--- src/rtl/mux_nt1_scan.sv ---
// Registered N-to-1 word selector with manual, auto-scan, freeze and single-step modes.
// out and cur_sel always load together, so cur_sel names the channel currently shown on out.
module mux_nt1_scan #(
  parameter int unsigned WIDTH       = 32,
  parameter int unsigned CHANNELS    = 16,
  parameter int unsigned SEL_W       = 4,
  parameter int unsigned SCAN_PERIOD = 4
) (
  input  logic                      clk,
  input  logic                      rst,
  input  logic [1:0]                mode,
  input  logic [SEL_W-1:0]          s,
  input  logic                      step,
  input  logic [CHANNELS*WIDTH-1:0] in_bus,
  output logic [WIDTH-1:0]          out,
  output logic [SEL_W-1:0]          cur_sel,
  output logic                      valid,
  output logic                      sel_err
);

  localparam logic [1:0] ModeManual = 2'b00;
  localparam logic [1:0] ModeScan   = 2'b01;
  localparam logic [1:0] ModeFreeze = 2'b10;
  localparam logic [1:0] ModeStep   = 2'b11;

  localparam int unsigned DivW = (SCAN_PERIOD > 1) ? $clog2(SCAN_PERIOD) : 1;
  localparam logic [DivW-1:0] DivLast = DivW'(SCAN_PERIOD - 1);

  // One extra bit so CHANNELS == 2**SEL_W is representable.
  localparam logic [SEL_W:0] NumCh  = CHANNELS[SEL_W:0];
  localparam logic [SEL_W:0] ChLast = NumCh - 1'b1;

  logic [WIDTH-1:0] out_q, out_d;
  logic [SEL_W-1:0] cur_sel_q, cur_sel_d;
  logic             valid_q, valid_d;
  logic             sel_err_q, sel_err_d;
  logic [DivW-1:0]  div_q, div_d;
  logic             load;
  logic [WIDTH-1:0] word;

  // Wraps at the last channel; an out-of-range index also recovers to 0.
  function automatic logic [SEL_W-1:0] inc_sel(input logic [SEL_W-1:0] x);
    if ({1'b0, x} >= ChLast) begin
      return '0;
    end
    return x + SEL_W'(1);
  endfunction

  always_comb begin
    cur_sel_d = cur_sel_q;
    valid_d   = valid_q;
    sel_err_d = sel_err_q;
    div_d     = '0;
    load      = 1'b1;
    unique case (mode)
      ModeManual: begin
        cur_sel_d = s;
        valid_d   = 1'b1;
        sel_err_d = ({1'b0, s} >= NumCh);
      end
      ModeScan: begin
        if (div_q == DivLast) begin
          cur_sel_d = inc_sel(cur_sel_q);
        end else begin
          div_d = div_q + DivW'(1);
        end
        valid_d   = 1'b1;
        sel_err_d = 1'b0;
      end
      ModeFreeze: begin
        load  = 1'b0;
        div_d = div_q;
      end
      ModeStep: begin
        if (step) begin
          cur_sel_d = inc_sel(cur_sel_q);
        end
        valid_d   = 1'b1;
        sel_err_d = 1'b0;
      end
    endcase
  end

  always_comb begin
    word = '0;
    for (int k = 0; k < CHANNELS; k++) begin
      if (cur_sel_d == SEL_W'(k)) begin
        word = in_bus[k*WIDTH +: WIDTH];
      end
    end
    out_d = load ? word : out_q;
  end

  always_ff @(posedge clk) begin
    if (rst) begin
      out_q     <= '0;
      cur_sel_q <= '0;
      valid_q   <= 1'b0;
      sel_err_q <= 1'b0;
      div_q     <= '0;
    end else begin
      out_q     <= out_d;
      cur_sel_q <= cur_sel_d;
      valid_q   <= valid_d;
      sel_err_q <= sel_err_d;
      div_q     <= div_d;
    end
  end

  assign out     = out_q;
  assign cur_sel = cur_sel_q;
  assign valid   = valid_q;
  assign sel_err = sel_err_q;

endmodule
--- config.mk ---
export PLATFORM = sky130hd
export DESIGN_NAME = mux_nt1_scan
export DESIGN_NICKNAME = d
export VERILOG_FILES = /design/src/rtl/mux_nt1_scan.sv
export SDC_FILE = /design/constraint.sdc
export NUM_CORES = 1
export LEC_CHECK = 0
export ABC_AREA = 1
export BUFFER_PORTS_ARGS = -buffer_cell sky130_fd_sc_hd__buf_2
export CORE_AREA = 2 2 219 221
export DETAILED_ROUTE_END_ITERATION = 7
export DIE_AREA = 0 0 221 223
export SYNTH_ARGS = -nofsm -noshare
export SYNTH_HDL_FRONTEND = slang
export SYNTH_SLANG_ARGS = --single-unit
--- constraint.sdc ---
create_clock -name clk -period 4 [get_ports clk]
set_clock_uncertainty 0.05 [all_clocks]
set_input_delay 0.4 -clock clk [delete_from_list [all_inputs] [get_ports clk]]
set_output_delay 0.4 -clock clk [all_outputs]
set_load 0.1 [all_outputs]
== Word-level counts from Yosys, hierarchy flattened ==
Cells that the tools add are included.

* Add/subtract/negate cells: 2
* Magnitude comparators: 1
* Equality and inequality tests: 19
* Multiplexer cells: 29
* Reductions and logical operators: 3

{| class="wikitable"
|+ Operators with widths
! operator !! count
|-
| 2-to-1 mux 32 bit || 16
|-
| == test 4 bit, second input constant || 8
|-
| 2-to-1 mux 4 bit || 5
|-
| == test 4 x 3 -> 1 bit, second input constant || 4
|-
| case mux 4 bit (3 select lines) || 1
|-
| == test 4 x 2 -> 1 bit, second input constant || 2
|-
| == test 2 bit, second input constant || 3
|-
| 2-to-1 mux 1 bit || 5
|-
| adder 4 x 1 -> 4 bit, second input constant || 1
|-
| == test 4 x 1 -> 1 bit, second input constant || 1
|-
| greater-or-equal comparator 4 bit, second input constant || 1
|-
| logical NOT 4 bit || 1
|-
| case mux 2 bit (2 select lines) || 1
|-
| OR reduction 3 bit || 1
|-
| adder 2 x 1 -> 2 bit, second input constant || 1
|-
| == test 2 x 1 -> 1 bit, second input constant || 1
|-
| logical NOT 2 bit || 1
|-
| 2-to-1 mux 2 bit || 1
|}

* Register bits: 39
* Output and inout port bits: 38

== Depth between registers and ports, before layout ==
* Word-level depth: 24
* Mapped depth: 21
* Gate-level depth less buffers: 21

== Least setup slack after synthesis ==
No wires, ideal clock.

* Path kind: reg2reg
* Start: register cur_sel_q[0], in the netlist cur_sel[0]
* End: register out_q[23], in the netlist out[23]
* Setup time: 0.119 ns
* Arrival time: 2.845 ns
* Data required time: 3.831 ns
* Setup slack: 0.986 ns
* Stages on the path, launching flop included: 18
* Buffers on the path: 1
* Period minus slack after synthesis: 3.014 ns
* Cells stage by stage: dfxtp_1 ha_1 nand2_1 nand3_1 nand3_1 nand2_1 nand2_4 nor2_2 and2_4 inv_2 buf_6 or2_0 nand2_1 nand4_1 nor2_1 nand4_1 nor2_1 nor2_1

* Word-level cells in the longest chain between the ends: 24
* Elaborated cells between the ends (all ways): 44

{| class="wikitable"
|+ RTL lines
! what !! line !! source
|-
| start: declaration || 34 || <nowiki>logic [SEL_W-1:0] cur_sel_q, cur_sel_d;</nowiki>
|-
| start signal: assignment || 103 || <nowiki>cur_sel_q <= cur_sel_d;</nowiki>
|-
| greater-or-equal comparator 4 bit || 43 || <nowiki>if ({1'b0, x} >= ChLast) begin</nowiki>
|-
| 2-to-1 mux 1 bit || 43 ||
|-
| 2-to-1 mux 1 bit (on tied branches) || 75, 62 ||
|-
| 2-to-1 mux 1 bit || 55 || <nowiki>unique case (mode)</nowiki>
|-
| 2-to-1 mux 4 bit || 46 || <nowiki>return x + SEL_W'(1);</nowiki>
|-
| 2-to-1 mux 4 bit (on tied branches) || 75, 62 ||
|-
| case mux 4 bit (3 select lines) * || 55 ||
|-
| logical NOT 4 bit || 87 || <nowiki>if (cur_sel_d == SEL_W'(k)) begin</nowiki>
|-
| 2-to-1 mux 32 bit (15 in series) || 87 ||
|-
| 2-to-1 mux 32 bit * || 87 ||
|-
| end signal: assignment || 102 || <nowiki>out_q <= out_d;</nowiki>
|-
| end: declaration || 33 || <nowiki>logic [WIDTH-1:0] out_q, out_d;</nowiki>
|}

Every way passes the cells marked *; elsewhere a longest branch is shown, timed or not. The select of a mux whose other input is x is not followed.
A chain may end at the register's enable or synchronous reset.

== Worst setup path in the final report ==
* Start: register div_q[0]
* End: register out_q[10], in the netlist out[10]

* Word-level cells in the longest chain between the ends: 20
* Elaborated cells between the ends (all ways): 35

{| class="wikitable"
|+ RTL lines
! what !! line !! source
|-
| start: declaration || 37 || <nowiki>logic [DivW-1:0] div_q, div_d;</nowiki>
|-
| start signal: assignment || 106 || <nowiki>div_q <= div_d;</nowiki>
|-
| == test 2 bit * || 62 || <nowiki>if (div_q == DivLast) begin</nowiki>
|-
| 2-to-1 mux 4 bit * || 62 ||
|-
| case mux 4 bit (3 select lines) * || 55 ||
|-
| logical NOT 4 bit || 87 ||
|-
| 2-to-1 mux 32 bit (15 in series) || 87 ||
|-
| 2-to-1 mux 32 bit * || 87 ||
|}

Every way passes the cells marked *; elsewhere a longest branch is shown, timed or not.

==> out/metrics.yaml <==
final_nets: 2182
max_freq_ghz: 0.264
hold_path.class: "in -> reg"
rsz0062_at_grt: "yes"
drc_errors: 0
vias_per_cell: 4.25
overflow: 0
die_area_sq_um: 49300
ys_seq_area_frac: 0.134
design_area_sq_um: 9490
crit_fanout: 32
first_pass_iters: 5
drt_wl_total_um: 42900
htree_levels: 2
vdd_drop_max_v: 0.000165
synth_cells: 1142
rows: 80
place_congestion: 0.938
syn_area_per_cell_sq_um: 5.09
reg2reg_from: "div_q[0]$_SDFFE_PP0P_"
powerDensity_nw_per_um2: 288
cp_top_family: "simple AND/OR/NAND/NOR gates"
drt-wirelength-per-cell_um: 18.8
slowest_stage: "nor2_4"
drv_cap: 0
p_sw_mw: 1.50
dp_hpwl_um: 36500
finalSetupViolCount: 0
hold_ws_ns: 0.304
start_util: 0.123
cp-end-kind: "register"
syn_area_sq_um: 5810
grt_pass1_wl_um: 60500
multi_input_area_sq_um: 4290
first_global_vias: 9515
clk_latency_ns: 0.30
ys_ff_latch: 39
min_from: "rst"
stdcell_count: 2284
core_area_sq_um: 47100
p_comb_frac: 0.645
p_int_mw: 1.23
crit_start: "div_q[0]$_SDFFE_PP0P_"
grt_use_total: 0.166
power.leakage_nw: 4.92
io_buffer_count: 557
wl_met1_um: 17900
hold_viol_final: 0
dr_total_vias: 9701
slew_violations: 0
yosysWarnings: 0
nFillCells: 5641
final_common_cell: "buf_2"
p_clk_frac: 0.182
die_height_um: 223
finalCoreUtilization: 0.201
relSlewSlack: 0.256
clockBufferDepth: 2
drive_gt1_frac: 0.381
startpoint_type: "register"
finalCritPeriodShare: 0.948
grt_max_degree: 66
required_ns: 4.14
postPlaceCellArea_sq_um: 9280
synth_fp_nets: 1665
status: "finished, final reports clean"
die_w_um: 221
io_pins: 559
max_stage_delay_ns: 0.67
cts_resized: 0
wl_met2_um: 19900
dp_cells: 2266
cpMostUsedCell: "nand2_1"
areaGrowthSynthToFinish_pct: 63.2
cts_num_sinks: 39
cts_tree: "done"
regArea_sq_um: 781
critical_path_class: "reg -> reg"
cts_made_buffers: 5
tightest_slew_ns: 1.12
seqPwrFrac: 0.173
antenna_found_initial: 7
wl_met3_um: 2760
fin_crit_ns: 3.79
ant_nets: 0
switching_share: 0.549
drt_iter0_markers: 515
cts_root_buffer: "clkbuf_16"
final_cell_mix: "557 x buf_2, 317 x nand2_1, 193 x nor2_1"
path_clk_slew_ns: 0.06
cp_cell_sequence: "ha_1, nand2_1, nand2_1, nand3_1, nand2_1, nand2_1, nand2_2, inv_2, nor2_4, and2_4, inv_2, or2_0, nand2_1, nand4_1, nor2_1, nand4_1, nor2_1, nor2_1"
synth_cell_types: 32
arrival_ns: 3.94
topRoutingLayerUsed: "met5"
crit_buf_inv: 2
what timing repair did:
item | 4_1_cts | 5_1_grt
endpoints found under the setup margin | 0 | 1
hold buffers | 0 | 0
buffers inserted | 0 | 0
sequential cells by signal, indices dropped and copies added (netlist names):
name / cells
out: 32
cur_sel: 4
div_q: 2
valid: 1
power groups by stage:
stage,clock [mW],sequential (mW),combinational [mW]
after global routing,0.532,0.478,1.90
final,0.498,0.472,1.76
after detailed placement,0,0.479,1.78
after floorplan,0,0.870,0.609
after CTS,0.514,0.471,1.78
after global placement,0,0.477,1.78
worst reg2reg max path: stages (launching register included):
cell	delay, ns
dfxtp_1	0.33
ha_1	0.21
nand2_1	0.07
nand2_1	0.10
nand3_1	0.08
nand2_1	0.06
nand2_1	0.06
nand2_2	0.17
inv_2	0.11
nor2_4	0.67
and2_4	0.30
inv_2	0.21
or2_0	0.32
nand2_1	0.14
nand4_1	0.13
nor2_1	0.27
nand4_1	0.22
nor2_1	0.13
nor2_1	0.04
cell families after synthesis:
kind of cell | Yosys count | synth area share
AND/OR/NAND/NOR | 796 | 0.614
buffers and inverters | 194 | 0.137
AO/OA/AOI/OAI | 110 | 0.110
flip-flops | 39 | 0.134
adder cells (fa/ha/maj) | 2 | 0.00431
other | 1 | 0.000645
Yosys cell counts, drive strengths merged:
cell type    n  area share
nor3         4      0.0052
ha           2      0.0043
nor2       202        0.14
buf         37       0.036
nand4       93        0.10
dfxtp       39        0.13
or2         32       0.034
conb         1     0.00065
a21oi       11       0.010
a21boi       1      0.0013
clkbuf      40       0.026
o21ai       69       0.061
nand2      325        0.21
nand3      138        0.12
o211ai      29       0.037
inv        117       0.076
and2         2      0.0026
final timing paths:
| kind | cells after the start | end | slack, ns |
|---|---|---|---|
| setup / recovery | 18 | out[10]$_SDFFE_PP0P_ | 0.21 |
| hold / removal | 2 | cur_sel[3]$_SDFF_PP0_ | 0.30 |
| setup reg to reg | 18 | out[10]$_SDFFE_PP0P_ | 0.21 |
| hold reg to reg | 2 | div_q[1]$_SDFFE_PP0P_ | 0.43 |
through the flow:
step	setup WS (ns)	power (mW)	TNS [ns]
6_report	0.206	2.73	0
2_1_floorplan	0.986	1.48	0
3_3_place_gp	0.233	2.25	0
5_1_grt	-0.00804	2.91	-0.00804
3_5_place_dp	0.208	2.26	0
4_1_cts	0.253	2.77	0
area by class of cell:
cell class | count | area share
multi-input combinational | 910 | 0.453
timing repair buffer | 586 | 0.317
sequential | 39 | 0.0823
clock buffer | 6 | 0.0146
clock inverter | 2 | 0.00369
tap | 615 | 0.0811
antenna | 9 | 0.00237
inverter | 117 | 0.0463
metal layers:
layer  GRT usage  vias up
met3      0.0344       86
met4      0.0849        2
li1            -     4760
met5           0        -
met1       0.200     4350
met2       0.279      503
Note: power is estimated with default switching activity, not from simulation.
